$ cat config.mk
export PLATFORM = sky130hd
export DESIGN_NAME = seq_div_by2digit_ctrl
export DESIGN_NICKNAME = d
export VERILOG_FILES = /design/src/rtl/seq_div_by2digit_ctrl_pkg.sv /design/src/rtl/seq_div_by2digit_ctrl_n3by2_divider.sv /design/src/rtl/seq_div_by2digit_ctrl.sv
export SDC_FILE = /design/constraint.sdc
export NUM_CORES = 1
export LEC_CHECK = 0
export ABC_AREA = 1
export CAP_MARGIN = 25
export CORE_MARGIN = 2
export CORE_UTILIZATION = 54
export DETAILED_ROUTE_END_ITERATION = 8
export PLACE_DENSITY = 0.78
export SYNTH_ARGS = -nofsm -noshare
export SYNTH_HDL_FRONTEND = slang
export SYNTH_SLANG_ARGS = --single-unit
$ cat constraint.sdc
create_clock -name clock -period 2.4 [get_ports clock]
set_clock_uncertainty 0.2 [all_clocks]
set_input_delay 0.48 -clock clock [delete_from_list [all_inputs] [get_ports clock]]
set_output_delay 0.48 -clock clock [all_outputs]
set_load 0.01 [all_outputs]
$ cat src/rtl/seq_div_by2digit_ctrl_pkg.sv
// Shared definitions for the sequential by-2-bit-divisor divider: FSM encodings
// and the default dividend width.
package seq_div_by2digit_ctrl_pkg;
  localparam logic [1:0] S0     = 2'd0;
  localparam logic [1:0] S_CALC = 2'd1;
  localparam logic [1:0] S_END  = 2'd2;

  localparam int DEF_N = 8;
endpackage

$ cat src/rtl/seq_div_by2digit_ctrl_n3by2_divider.sv
// One restoring-division step: a 3-bit partial dividend over a 2-bit divisor.
// The caller keeps a < 2*b, so the quotient is a single bit and r < b.
module seq_div_by2digit_ctrl_n3by2_divider (
  input  logic [2:0] a,
  input  logic [1:0] b,
  output logic       q,
  output logic [1:0] r
);
  logic [2:0] b_ext;
  logic [2:0] diff;

  assign b_ext = {1'b0, b};
  assign diff  = a - b_ext;
  assign q     = (a >= b_ext);

  // When q is 1 the difference is below b, so its MSB is always 0.
  always_comb begin
    r = a[1:0];
    if (q) r = {diff[1] & ~diff[2], diff[0]};
  end
endmodule

$ cat src/rtl/seq_div_by2digit_ctrl.sv
// Sequential N-bit by 2-bit divider: one quotient bit per clock through a shared
// 3-by-2 step, behind a 4-phase soc/eoc handshake.
module seq_div_by2digit_ctrl
  import seq_div_by2digit_ctrl_pkg::*;
#(
  parameter int N     = DEF_N,
  parameter int CNT_W = $clog2(N + 1)
) (
  input  logic         clock,
  input  logic         reset_,
  input  logic         soc,
  input  logic [N-1:0] x,
  input  logic [1:0]   y,
  output logic         eoc,
  output logic [N-1:0] q,
  output logic [1:0]   r,
  output logic         no_div
);
  logic [1:0]       star;
  logic [CNT_W-1:0] count;
  logic [N-1:0]     xr;
  logic [1:0]       yr;
  logic [1:0]       rem;
  logic [N-1:0]     qr;
  logic             div0;

  logic             step_q;
  logic [1:0]       step_r;
  logic [N-1:0]     q_next;

  seq_div_by2digit_ctrl_n3by2_divider u_step (
    .a (({rem, xr[N-1]})),
    .b (yr),
    .q (step_q),
    .r (step_r)
  );

  assign q_next = {qr[N-2:0], step_q};

  always_ff @(posedge clock or negedge reset_) begin
    if (!reset_) begin
      star   <= S0;
      count  <= '0;
      xr     <= '0;
      yr     <= '0;
      rem    <= '0;
      qr     <= '0;
      div0   <= 1'b0;
      eoc    <= 1'b1;
      q      <= '0;
      r      <= '0;
      no_div <= 1'b0;
    end else begin
      case (star)
        S0: begin
          if (soc) begin
            xr    <= x;
            yr    <= y;
            rem   <= '0;
            qr    <= '0;
            count <= CNT_W'(N);
            eoc   <= 1'b0;
            div0  <= (y == 2'd0);
            star  <= (y == 2'd0) ? S_END : S_CALC;
          end
        end
        S_CALC: begin
          qr    <= q_next;
          rem   <= step_r;
          xr    <= xr << 1;
          count <= count - CNT_W'(1);
          if (count == CNT_W'(1)) begin
            // Retire straight from the last step when soc has already dropped.
            if (!soc) begin
              q      <= q_next;
              r      <= step_r;
              no_div <= 1'b0;
              eoc    <= 1'b1;
              star   <= S0;
            end else begin
              star <= S_END;
            end
          end
        end
        S_END: begin
          if (!soc) begin
            q      <= qr;
            r      <= rem;
            no_div <= div0;
            eoc    <= 1'b1;
            star   <= S0;
          end
        end
        default: star <= S0;
      endcase
    end
  end
endmodule

==> flow_summary.yaml, run 1 <==
global_routing:
  grt_max_degree: 40
  antenna_found_initial: 0
  gr-total-overflow: 0
  track_usage_pct: 19.0
  grt_pass1_wl_um: 6070
  grt_pass1_vias: 1412
clocking:
  htree_levels: 2
  clock-sinks: 39
  cts_root_buf: "clkbuf_4"
  cts_tree: "yes"
  clkTransAtPathRegs_ns: 0.12
  cts_buffers: 5
  clock_latency_ns: 0.34
  clk_path_buf_depth: 2
sta:
  timing.fmax_mhz: 479
  drv_slew: 0
  grt_setup_unrepaired: "no"
  slew_headroom_pct: 62.7
  period_needed_ns: 2.09
  timing.final.crit_share_pct: 86.9
  final_hold_viol_count: 0
  max_slew.worst_pin.slew_ns: 0.559
  timing.hold.ws_ns: 0.290
  setup_viol: 0
  setup-tns-final_ns: 0
synthesis:
  ys_types: 26
  synth-edff-count: 0
  syn_inst: 234
  syn_area_um2: 1940
  yosysSeqAreaShare_pct: 50.5
  synth.avg_cell_area_um2: 8.28
  ys_ff_latch: 39
  yosysWarnings: 0
  synthFlopType: "dfrtp_1"
  async_reset_ff_share_pct: 100
  synth_nets: 255
die:
  row_count: 21
  core_um2: 3390
  die_h_um: 63.9
  die_w_um: 63.9
  start_util_pct: 57.1
  pin_count: 25
  die_area_um2: 4080
cells_and_area:
  nets: 286
  utilization_pct: 68.8
  drive_gt1_share_pct: 9.02
  multiInputGateArea_um2: 818
  syn_to_final_growth_pct: 20.4
  fill_cells: 280
  n_antenna_cell: 0
  regArea_um2: 977
route:
  drcViolationCount: 0
  routed_wl_um: 3380
  vias: 1538
  drt_first_iter_violations: 79
  wl_per_cell_um: 10.8
  viasPerCell: 4.93
  drt_pass1_iterations: 4
  drtAntennaViolNets: 0
worst_setup_path:
  crit_type: "reg2out"
  max_stage_delay_ns: 0.54
  path_delay_family: "flip-flops"
  required_ns: 1.72
  cp-start-kind: "register"
  cp_cell_sequence: "clkdlybuf4s50_1"
  cp_num_buf_inv: 1
  crit_fanout: 2
  cp.arrival_ns: 1.41
  crit_path_end_kind: "primary output"
  slowest_stage: "dfstp_2"
place:
  place_congestion: 0.835
  dp_hpwl_um: 2480
  port_buffers: 24
pwr:
  ir_worst_vdd_mv: 0.700
  p_leak_nw: 1.15
  finalPower_mw: 2.84
  p_per_area_nw_per_um2: 1220
status:
  status: "finished clean"
hold_path:
  hold_class: "reg2reg"
job:
  max-cap-violations: 0
==> what timing repair did <==
action | in CTS | in global routing
setup buffers | 0 | 0
gates resized for setup | 0 | 0
hold endpoints to repair | 38 | 0
hold buffers | 1 | 0
==> routing by layer <==
layer | vias up | share of wire (%) | global-route usage, % | wire length [um]
li1 | 806 | - | - | -
met3 | 6 | 5.5 | 3.70 | 185
met1 | 678 | 46 | 24.2 | 1540
met2 | 48 | 47 | 31.5 | 1600
met4 | 0 | 1.7 | 8.15 | 57
met5 | - | 0 | 0 | 0
==> through the flow <==
step | setup WS (ns) | cells | area (um^2)
6_report | 0.313 | 312 | 2330
5_1_grt | 0.137 | 312 | 2330
4_1_cts | 0.294 | 312 | 2330
3_5_place_dp | 0.160 | 303 | 2240
3_3_place_gp | 0.220 | 303 | 2240
2_1_floorplan | 0.722 | 234 | 1940
==> where the power goes <==
group          leakage (nW)  total, mW  switching [mW]  internal [mW]
Combinational         0.605       1.33           0.783          0.551
Clock                0.0482      0.457           0.211          0.246
Sequential            0.495       1.04           0.148          0.896
==> cells in the mapped netlist (2+ instances only) <==
cell type / number / share of area [%]
inv_1: 25 / 4.8
nor3_1: 2 / 0.52
nand3_1: 8 / 2.1
a31oi_1: 4 / 1.3
o22ai_1: 7 / 2.3
a21oi_1: 4 / 1.0
a31oi_2: 3 / 1.9
nand2_1: 80 / 16
ha_1: 7 / 4.5
buf_2: 2 / 0.52
dfrtp_1: 38 / 49
buf_6: 2 / 1.2
nor2_1: 23 / 4.5
o21ai_0: 17 / 4.4
==> placed cells by master (no fill, tap or decap) <==
master / instances
clkinv_2: 1
a31oi_2: 3
clkdlybuf4s50_1: 23
or2_0: 1
nor2_1: 23
buf_4: 4
fa_1: 1
bufinv_16: 1
mux2_2: 1
a22o_1: 1
nor3_1: 2
o22ai_1: 7
dfrtp_1: 38
inv_1: 25
clkbuf_4: 5
buf_2: 1
dfstp_2: 1
dlygate4sd3_1: 1
nand3_1: 8
buf_12: 1
ha_1: 7
a31oi_1: 4
nand2_4: 1
a21oi_1: 4
nand3_2: 1
inv_2: 1
o21ai_2: 1
nand2_1: 80
clkbuf_8: 1
o21ai_0: 17
nand2_2: 1
==> state kept, by name (all words and copies together), names as in the netlist <==
register,cells
q,8
r,2
div0,1
count,4
qr,8
star,2
yr,2
xr,8
rem,2
eoc,1
no_div,1
==> worst paths after layout <==
check                             start     to  slack [ns]  depth (start not counted)
worst max-delay path                eoc    eoc        0.31                          1
worst min-delay path               q[6]   q[6]        0.29                          2
worst max register to register  star[1]  xr[0]        0.35                          6
worst min register to register     q[6]   q[6]        0.29                          2
max in group asynchronous        reset_    eoc        1.14                          3
min in group asynchronous        reset_   q[3]        0.50                          3
==> cell families after synthesis <==
logic type / count (synthesis) / share of synthesized area [%]
and+or+nand+nor: 117 / 24.3
adders and majority gates: 8 / 5.56
DFF: 39 / 50.5
buffers and inverters: 32 / 7.30
AOI/OAI and AO/OA: 37 / 11.8
muxes: 1 / 0.581
==> final cells by class <==
class | count | share of cell area, %
well taps | 46 | 2.47
clock inverters | 2 | 1.50
repair buffers | 30 | 12.7
clock buffers | 6 | 2.20
multi-input cells | 163 | 35.1
inverters | 26 | 4.18
flip-flops and latches | 39 | 41.9
(Power assumes the default switching activity.)
==> inputs of run 2 (changes only) <==
--- a/config.mk
+++ b/config.mk
@@ -6,11 +6,13 @@
 export NUM_CORES = 1
 export LEC_CHECK = 0
 export ABC_AREA = 1
-export CAP_MARGIN = 25
+export CAP_MARGIN = 40
+export CORE_ASPECT_RATIO = 0.5
 export CORE_MARGIN = 2
 export CORE_UTILIZATION = 54
 export DETAILED_ROUTE_END_ITERATION = 8
 export PLACE_DENSITY = 0.78
+export SKIP_CTS_REPAIR_TIMING = 1
 export SYNTH_ARGS = -nofsm -noshare
 export SYNTH_HDL_FRONTEND = slang
 export SYNTH_SLANG_ARGS = --single-unit
==> run 2 against run 1 <==
Against the previous run: critical path depth is 9 higher; routed wire length is 9.8% higher; first-iteration DRC count is 1.3% higher; register-to-register slack better by 0.03 ns; non-clock buffer count is 1 higher; core utilization is 0.41 points higher; cell area is 1.9% higher; count of clock-buffer cells in the layout stayed put; sequential share of layout area is 0.79 points lower; maximum frequency is 3.2% higher; clock power is 23% higher; critical path type is now reg2reg.
==> flow_summary.yaml, run 2 (synthesis results as in run 1) <==
status:
  status: "finished clean"
sta:
  max_slew.worst_pin.slew_ns: 0.602
  slew_headroom_pct: 59.9
  setup-tns-final_ns: 0
  timing.hold.ws_ns: 0.280
  drv_slew: 0
  grt_setup_unrepaired: "no"
  setup_viol: 0
  final_hold_viol_count: 0
  period_needed_ns: 2.02
  timing.fmax_mhz: 495
  finalWorstSetupSlack_ns: 0.378
  timing.final.crit_share_pct: 84.2
job:
  max-cap-violations: 0
worst_setup_path:
  required_ns: 2.43
  cp.arrival_ns: 2.05
  crit_path_end_kind: "register"
  crit_type: "reg2reg"
  crit_fanout: 16
  cp-start-kind: "register"
die:
  die_w_um: 88.7
  row_count: 15
  die_area_um2: 4110
  die_h_um: 46.4
  core_um2: 3430
  start_util_pct: 56.4
  pin_count: 25
clocking:
  cts_root_buf: "clkbuf_8"
  clk_path_buf_depth: 2
  clock_latency_ns: 0.29
  cts_tree: "yes"
  htree_levels: 2
  clock-sinks: 39
  cts_buffers: 5
  clkTransAtPathRegs_ns: 0.07
cells_and_area:
  n_antenna_cell: 0
  layout_commonest_cell: "nand2_1"
  syn_to_final_growth_pct: 22.7
  largest_registers: "q: 8 flops, qr: 8 flops, xr: 8 flops"
  fill_cells: 283
  nets: 287
  drive_gt1_share_pct: 9.36
  final_cell_mix: "nand2_1 (80), dfrtp_1 (38), inv_1 (25), nor2_1 (23), clkdlybuf4s50_1 (23)"
hold_path:
  hold_class: "reg2reg"
global_routing:
  grt_pass1_vias: 1479
  track_usage_pct: 20.6
  gr-total-overflow: 0
  grt_max_degree: 40
  grt_pass1_wl_um: 6270
  antenna_found_initial: 0
route:
  drcViolationCount: 0
  drt_first_iter_violations: 80
  drt_pass1_iterations: 4
  viasPerCell: 5.08
  routed_wl_um: 3720
  vias: 1614
  drtAntennaViolNets: 0
  wl_per_cell_um: 11.7
place:
  port_buffers: 24
  dp_hpwl_um: 2620
  dp_slack_ns: 0.115
  place_congestion: 0.775
pwr:
  ir_worst_vdd_mv: 0.561
  finalPower_mw: 2.97
  p_per_area_nw_per_um2: 1250
  p_leak_nw: 1.17
==> run 2: cell types whose count changed in the layout (fill, tap and decap cells not counted), sizes merged <==
cell / delta
buf: +1
==> run 2: final timing paths <==
path / startpoint / end / slack (ns) / cells past startpoint
max: star[1] / q[4] / 0.38 / 10
min: q[1] / q[1] / 0.28 / 2
max reg2reg: star[1] / q[4] / 0.38 / 10
min reg2reg: q[1] / q[1] / 0.28 / 2
max in group asynchronous: reset_ / eoc / 1.27 / 3
min in group asynchronous: reset_ / div0 / 0.49 / 3
==> run 2: power breakdown <==
group          internal (mW)  switching, mW
Sequential             0.898          0.152
Clock                  0.336          0.227
Combinational          0.542          0.812
Total                   1.78           1.19
==> run 2: worst max-delay path, cell delays in order, from the launching register on <==
cell and delay (ns):
dfrtp_1 0.36, inv_1 0.06, ha_1 0.20, buf_4 0.18
nand2_1 0.06, inv_1 0.06, nor2_1 0.11, nand3_2 0.30
inv_1 0.28, nand2_1 0.09, nand2_1 0.06
==> run 2: cell type report <==
cell class                      instances  area [um^2]  share of cell area, %
Clock buffer                            6         82.6                   3.47
Clock inverter                          2         35.0                   1.47
Inverter                               26         97.6                   4.11
Multi-Input combinational cell        163          818                   34.4
Sequential cell                        39          977                   41.1
Tap cell                               51         63.8                   2.68
Timing Repair Buffer                   31          303                   12.7
==> run 2: layer usage <==
layer / part of all wire, % / vias up / track usage (%) / wire length [um]
li1: - / 806 / - / -
met1: 48 / 755 / 26.7 / 1770
met2: 44 / 48 / 33.4 / 1650
met3: 6.8 / 5 / 6.09 / 253
met4: 1.2 / 0 / 7.88 / 46
met5: 0 / - / 0 / 0
==> run 2: per-stage QoR <==
stage               cell area (um^2)  std cells  utilization (%)
floorplan                       1940        234                -
global placement                2250        309             65.5
detailed placement              2250        309             65.5
CTS                             2370        317             68.9
global route                    2380        318             69.2
finish                          2380        318             69.2
